### config.mk
export PLATFORM = sky130hd
export DESIGN_NAME = tri_bbox_scanner
export DESIGN_NICKNAME = d
export VERILOG_FILES = /design/src/rtl/tri_bbox_scanner.sv
export SDC_FILE = /design/constraint.sdc
export NUM_CORES = 1
export LEC_CHECK = 0
export BUFFER_PORTS_ARGS = -buffer_cell sky130_fd_sc_hd__buf_2
export CORE_UTILIZATION = 30
export CTS_CLUSTER_SIZE = 28
export DETAILED_ROUTE_END_ITERATION = 16
export PLACE_DENSITY = 0.42
export SYNTH_ARGS = -nofsm -noshare
export SYNTH_HDL_FRONTEND = slang
export SYNTH_SLANG_ARGS = --single-unit
### constraint.sdc
create_clock -name clk -period 15.2 [get_ports clk]
set_clock_uncertainty 0.05 [all_clocks]
set_input_delay 0 -clock clk [delete_from_list [all_inputs] [get_ports clk]]
set_output_delay 0 -clock clk [all_outputs]
set_load 0.01 [all_outputs]
### src/rtl/tri_bbox_scanner.sv
`default_nettype none
// ============================================================================
// Module   : tri_bbox_scanner
// Purpose  : Clamps a triangle's bounding box to the display and streams it
//            out row-major as LANES-wide pixel beats with valid/ready flow.
// Revision : 1.0 - initial release
// ============================================================================

package tri_bbox_pkg;
  typedef struct packed {
    logic signed [31:0] x;
    logic signed [31:0] y;
  } vertex_t;

  typedef struct packed {
    vertex_t a;
    vertex_t b;
    vertex_t c;
  } tri_t;
endpackage

module tri_bbox_scanner
  import tri_bbox_pkg::*;
#(
  parameter int DISPLAY_WIDTH  = 100,
  parameter int DISPLAY_HEIGHT = 100,
  parameter int LANES          = 1,
  localparam int c_XW = (DISPLAY_WIDTH  > 1) ? $clog2(DISPLAY_WIDTH)  : 1,
  localparam int c_YW = (DISPLAY_HEIGHT > 1) ? $clog2(DISPLAY_HEIGHT) : 1
) (
  input  logic             clk,
  input  logic             rst,
  input  tri_t             in_tri,
  input  logic             in_valid,
  output logic             in_ready,
  output logic [c_XW-1:0]  pix_x,
  output logic [c_YW-1:0]  pix_y,
  output logic [LANES-1:0] pix_mask,
  output logic             pix_valid,
  input  logic             pix_ready,
  output logic             pix_last,
  output logic             tri_done
);

  typedef enum logic [1:0] {
    IDLE = 2'd0,
    BOX  = 2'd1,
    SCAN = 2'd2
  } state_t;

  // Extra headroom so pix_x + LANES never wraps before the bound compare.
  localparam int                 c_SW        = c_XW + 5;
  localparam logic [c_SW-1:0]    c_LANES_EXT = c_SW'(LANES);
  localparam logic signed [31:0] c_XMAX      = 32'(DISPLAY_WIDTH - 1);
  localparam logic signed [31:0] c_YMAX      = 32'(DISPLAY_HEIGHT - 1);

  function automatic logic signed [31:0] smin3(input logic signed [31:0] p,
                                               input logic signed [31:0] q,
                                               input logic signed [31:0] r);
    logic signed [31:0] m;
    m = (p < q) ? p : q;
    return (m < r) ? m : r;
  endfunction

  function automatic logic signed [31:0] smax3(input logic signed [31:0] p,
                                               input logic signed [31:0] q,
                                               input logic signed [31:0] r);
    logic signed [31:0] m;
    m = (p > q) ? p : q;
    return (m > r) ? m : r;
  endfunction

  state_t r_state;
  state_t w_state_next;
  tri_t   r_tri;
  logic   r_done;

  logic [c_XW-1:0] r_pix_x;
  logic [c_XW-1:0] r_bx0;
  logic [c_XW-1:0] r_bx1;
  logic [c_YW-1:0] r_pix_y;
  logic [c_YW-1:0] r_by1;

  logic signed [31:0] w_minx, w_maxx, w_miny, w_maxy;
  logic signed [31:0] w_bx0, w_bx1, w_by0, w_by1;
  logic               w_cull;

  logic [c_SW-1:0] w_x_ext;
  logic [c_SW-1:0] w_x_adv;
  logic [c_SW-1:0] w_bx1_ext;
  logic            w_x_fits;
  logic            w_scan;
  logic            w_xfer;
  logic            w_accept;
  logic            w_load;
  logic            w_done_next;

  // Signed bounding box of the captured triangle, clamped to the screen.
  always_comb begin
    w_minx = smin3(r_tri.a.x, r_tri.b.x, r_tri.c.x);
    w_maxx = smax3(r_tri.a.x, r_tri.b.x, r_tri.c.x);
    w_miny = smin3(r_tri.a.y, r_tri.b.y, r_tri.c.y);
    w_maxy = smax3(r_tri.a.y, r_tri.b.y, r_tri.c.y);
    w_bx0  = (w_minx > 32'sd0)  ? w_minx : 32'sd0;
    w_bx1  = (w_maxx < c_XMAX)  ? w_maxx : c_XMAX;
    w_by0  = (w_miny > 32'sd0)  ? w_miny : 32'sd0;
    w_by1  = (w_maxy < c_YMAX)  ? w_maxy : c_YMAX;
    w_cull = (w_bx0 > w_bx1) || (w_by0 > w_by1);
  end

  assign w_scan    = (r_state == SCAN);
  assign w_xfer    = w_scan && pix_ready;
  assign w_x_ext   = {5'd0, r_pix_x};
  assign w_bx1_ext = {5'd0, r_bx1};
  assign w_x_adv   = w_x_ext + c_LANES_EXT;
  assign w_x_fits  = (w_x_adv <= w_bx1_ext);

  assign in_ready  = (r_state == IDLE);
  assign pix_valid = w_scan;
  assign pix_x     = r_pix_x;
  assign pix_y     = r_pix_y;
  assign pix_last  = w_scan && !w_x_fits && (r_pix_y == r_by1);
  assign tri_done  = r_done;

  generate
    for (genvar gi = 0; gi < LANES; gi++) begin : g_mask
      assign pix_mask[gi] = w_scan && ((w_x_ext + c_SW'(gi)) <= w_bx1_ext);
    end
  endgenerate

  always_ff @(posedge clk or posedge rst) begin
    if (rst) begin
      r_state <= IDLE;
      r_done  <= 1'b0;
    end else begin
      r_state <= w_state_next;
      r_done  <= w_done_next;
    end
  end

  always_comb begin
    w_state_next = r_state;
    w_done_next  = 1'b0;
    w_accept     = 1'b0;
    w_load       = 1'b0;
    case (r_state)
      IDLE: begin
        if (in_valid) begin
          w_accept     = 1'b1;
          w_state_next = BOX;
        end
      end
      BOX: begin
        if (w_cull) begin
          w_done_next  = 1'b1;
          w_state_next = IDLE;
        end else begin
          w_load       = 1'b1;
          w_state_next = SCAN;
        end
      end
      SCAN: begin
        if (w_xfer && pix_last) begin
          w_done_next  = 1'b1;
          w_state_next = IDLE;
        end
      end
      default: w_state_next = IDLE;
    endcase
  end

  // Once culling is ruled out the clamped bounds are non-negative and inside
  // the display, so truncating them to pixel-coordinate width is lossless.
  always_ff @(posedge clk or posedge rst) begin
    if (rst) begin
      r_tri   <= '0;
      r_pix_x <= '0;
      r_pix_y <= '0;
      r_bx0   <= '0;
      r_bx1   <= '0;
      r_by1   <= '0;
    end else begin
      if (w_accept) begin
        r_tri <= in_tri;
      end
      if (w_load) begin
        r_bx0   <= w_bx0[c_XW-1:0];
        r_bx1   <= w_bx1[c_XW-1:0];
        r_by1   <= w_by1[c_YW-1:0];
        r_pix_x <= w_bx0[c_XW-1:0];
        r_pix_y <= w_by0[c_YW-1:0];
      end else if (w_xfer && !pix_last) begin
        if (w_x_fits) begin
          r_pix_x <= w_x_adv[c_XW-1:0];
        end else begin
          r_pix_x <= r_bx0;
          r_pix_y <= r_pix_y + 1'b1;
        end
      end
    end
  end

endmodule

`default_nettype wire

==> qor.yml <==
layout:
  final_cells: 3338
  multi_input_area_um2: 12890
  seqCellArea_um2: 5756
  fillers: 6657
  nets: 2930
  syn2layout_area_growth_pct: 25.09
  layout-drive-gt1-share_pct: 24.94
setup_path:
  arrival_ns: 12.26
  crit_slowest_cell: "a2111oi_0"
  required_ns: 15.60
  startpoint_type: "flop"
  worst-setup-path-type: "flop to flop"
  slowest_delay_ns: 1.05
  crit_path_max_fanout: 57
  worst_setup_path_end_kind: "flop"
floorplanning:
  die_area_um2: 66830
  coreArea_um2: 64700
  chipHeight_um: 258.5
  floorplan.initialDensity_pct: 30.51
  rows: 93
  die_w_um: 258.5
  ios: 215
logic_synthesis:
  ys_ff_latch: 230
  ys_top_cells_by_area: "dfrtp_1 29%, ha_1 17%, mux2_2 16%"
  synthTopCellsByCount: "276 x mux2_2, 273 x ha_1, 230 x dfrtp_1"
  async_flop_share_pct: 100.0
  synth_ff_type: "dfrtp_1"
  synthesis.area_um2: 19740
  synth.avg_cell_area_um2: 9.490
  syn_inst: 2080
  yosysWarnings: 0
  yosys.cell_types.count: 83
  synth_top_area_cell: "dfrtp_1"
  netlist.area_leader.share_pct: 29.16
  synth_edf_count: 0
  ys_seq_area_share_pct: 29.16
  synth_nets: 2549
  yosysMostFrequentCell: "mux2_2"
grt:
  grt_pass1_vias: 17540
  antenna_found_initial: 0
  grt_pass1_wl_um: 106200
  track_usage_pct: 20.40
  gr-total-overflow: 0
  grt_max_degree: 98
routing:
  met1_length_um: 35870
  met3_length_um: 2866
  drt_pass1_iterations: 5
  first_iter_violations: 1070
  via_per_inst: 5.218
  vias: 17420
  drt-total-wl_um: 68930
  antenna_left: 0
  wire_per_inst_um: 20.65
  wl_met2_um: 29300
  top_layer: "met4"
  route.detailed.drc: 0
timing:
  min_period_over_period_pct: 78.00
  slew-limit-headroom_pct: 22.24
  worstMarginPinSlew_ns: 1.137
  hold_ws_ns: -0.009821
  finalSetupViolCount: 0
  grt_setup_unrepaired: "no"
  fmax_mhz: 84.34
  fin_setup_tns_ns: 0
  fin_crit_ns: 11.86
  finalHoldViolCount: 4
  drv_slew: 0
  setup_ws_ns: 3.344
clock_tree:
  root_buffer: "clkbuf_16"
  cts_buffer_depth: 3
  postCtsResizedCells: 0
  clk_latency_ns: 0.58
  clock-sinks: 230
  cts_tree: "done"
  cts_hold_buffers: 195
  htreeDepth: 1
  cts_setup_buffers: 0
  clk_pin_slew_ns: 0.06
  numCtsBuffers: 29
placed_design:
  dp_slack_ns: 3.445
  port_buffers: 214
  placedCellCount: 3090
  gp_congestion: 0.8581
  dpl.hpwl_um: 54030
job:
  drv_cap: 0
run_status:
  outcome: "finished with violations"
  failed_checks: "negative hold slack"
worst_hold_path:
  min_path_type: "input port to async pin"
cell families (layout without fill, tap and decap cells):
| family | count (synthesis) | after routing | synth area share, % |
|---|---|---|---|
| other cells | 0 | 1 | 0 |
| fa+ha+maj | 273 | 273 | 17.30 |
| mux | 331 | 331 | 18.61 |
| buf+inv | 288 | 690 | 5.787 |
| xor+xnor | 17 | 17 | 0.7543 |
| compound gates | 432 | 432 | 14.99 |
| flops | 230 | 230 | 29.16 |
| simple gates | 509 | 509 | 13.40 |
area by class of cell:
| class | count | share of cell area [%] |
|---|---|---|
| clock inverter | 19 | 1.054 |
| antenna | 1 | 0.01013 |
| timing repair buffer | 427 | 12.79 |
| multi-input combinational | 1562 | 52.19 |
| inverter | 211 | 3.238 |
| tap | 855 | 4.332 |
| clock buffer | 33 | 3.081 |
| sequential | 230 | 23.31 |
metrics by stage:
step | hold WS, ns | cell area, um2 | util (%)
6_report | -0.009821 | 24690 | 38.17
5_1_grt | 0.06915 | 24690 | 38.16
4_1_cts | 0.03112 | 24690 | 38.16
3_5_place_dp | 0.1297 | 21720 | 33.57
3_3_place_gp | 0.1258 | 21720 | 33.57
2_1_floorplan | 0.1006 | 19740 | -
placed cells by master, fill, tap and decap left out, types with 6 or more instances in the layout:
| cell | count |
|---|---|
| bufinv_16 | 6 |
| nand4_1 | 56 |
| o21a_1 | 14 |
| inv_1 | 210 |
| nor2_1 | 124 |
| a211oi_1 | 11 |
| o31ai_1 | 7 |
| buf_2 | 214 |
| buf_4 | 18 |
| nor3_1 | 26 |
| dlygate4sd3_1 | 195 |
| nand2_1 | 94 |
| and3_1 | 8 |
| clkbuf_16 | 29 |
| a211o_1 | 24 |
| nor2b_1 | 24 |
| nand2b_1 | 13 |
| dfrtp_1 | 230 |
| or3_1 | 7 |
| o31a_1 | 6 |
| a31oi_1 | 10 |
| a21o_1 | 44 |
| nor4_1 | 46 |
| o21ai_0 | 75 |
| o2bb2ai_1 | 48 |
| ha_1 | 273 |
| clkinv_2 | 8 |
| mux2i_1 | 51 |
| or2_2 | 34 |
| and2_1 | 7 |
| o211ai_1 | 11 |
| a21oi_1 | 134 |
| xnor2_1 | 14 |
| and4_1 | 9 |
| nand3_1 | 39 |
| mux2_2 | 276 |
worst paths after layout:
check | from | to | slack [ns] | depth (start not counted)
setup / recovery | r_tri[127] | r_bx1[6] | 3.34 | 33
hold / removal | rst | r_tri[124] | -0.01 | 3
setup reg to reg | r_tri[127] | r_bx1[6] | 3.34 | 33
hold reg to reg | r_bx0[1] | r_bx0[1] | 0.45 | 2
max in group asynchronous | rst | r_tri[90] | 13.63 | 4
min in group clk | in_tri[52] | r_tri[52] | 0.13 | 3
registers in the layout (all words and copies together), names as in the netlist:
signal,count
r_by1,7
r_bx0,7
r_bx1,7
r_state,2
r_tri,192
pix_y,7
tri_done,1
pix_x,7
worst max-delay path: cells and delay by family (launching register included):
kind / cells / cell delay [ns]
flip-flops: 1 / 0.46
multiplexers: 1 / 0.40
buffers and inverters: 4 / 1.19
AND/OR/NAND/NOR: 11 / 4.06
AO/OA/AOI/OAI: 13 / 4.14
adder cells (fa/ha/maj): 4 / 1.36
per-layer routing:
layer	global-route usage, %	up-vias
met5	0	-
met4	3.468	0
met3	1.946	48
met2	31.05	376
met1	31.21	8624
li1	-	8371
Power is left out: the tool's default activity adds up to more than one toggle a clock period on the data nets, which glitch-free logic cannot reach.
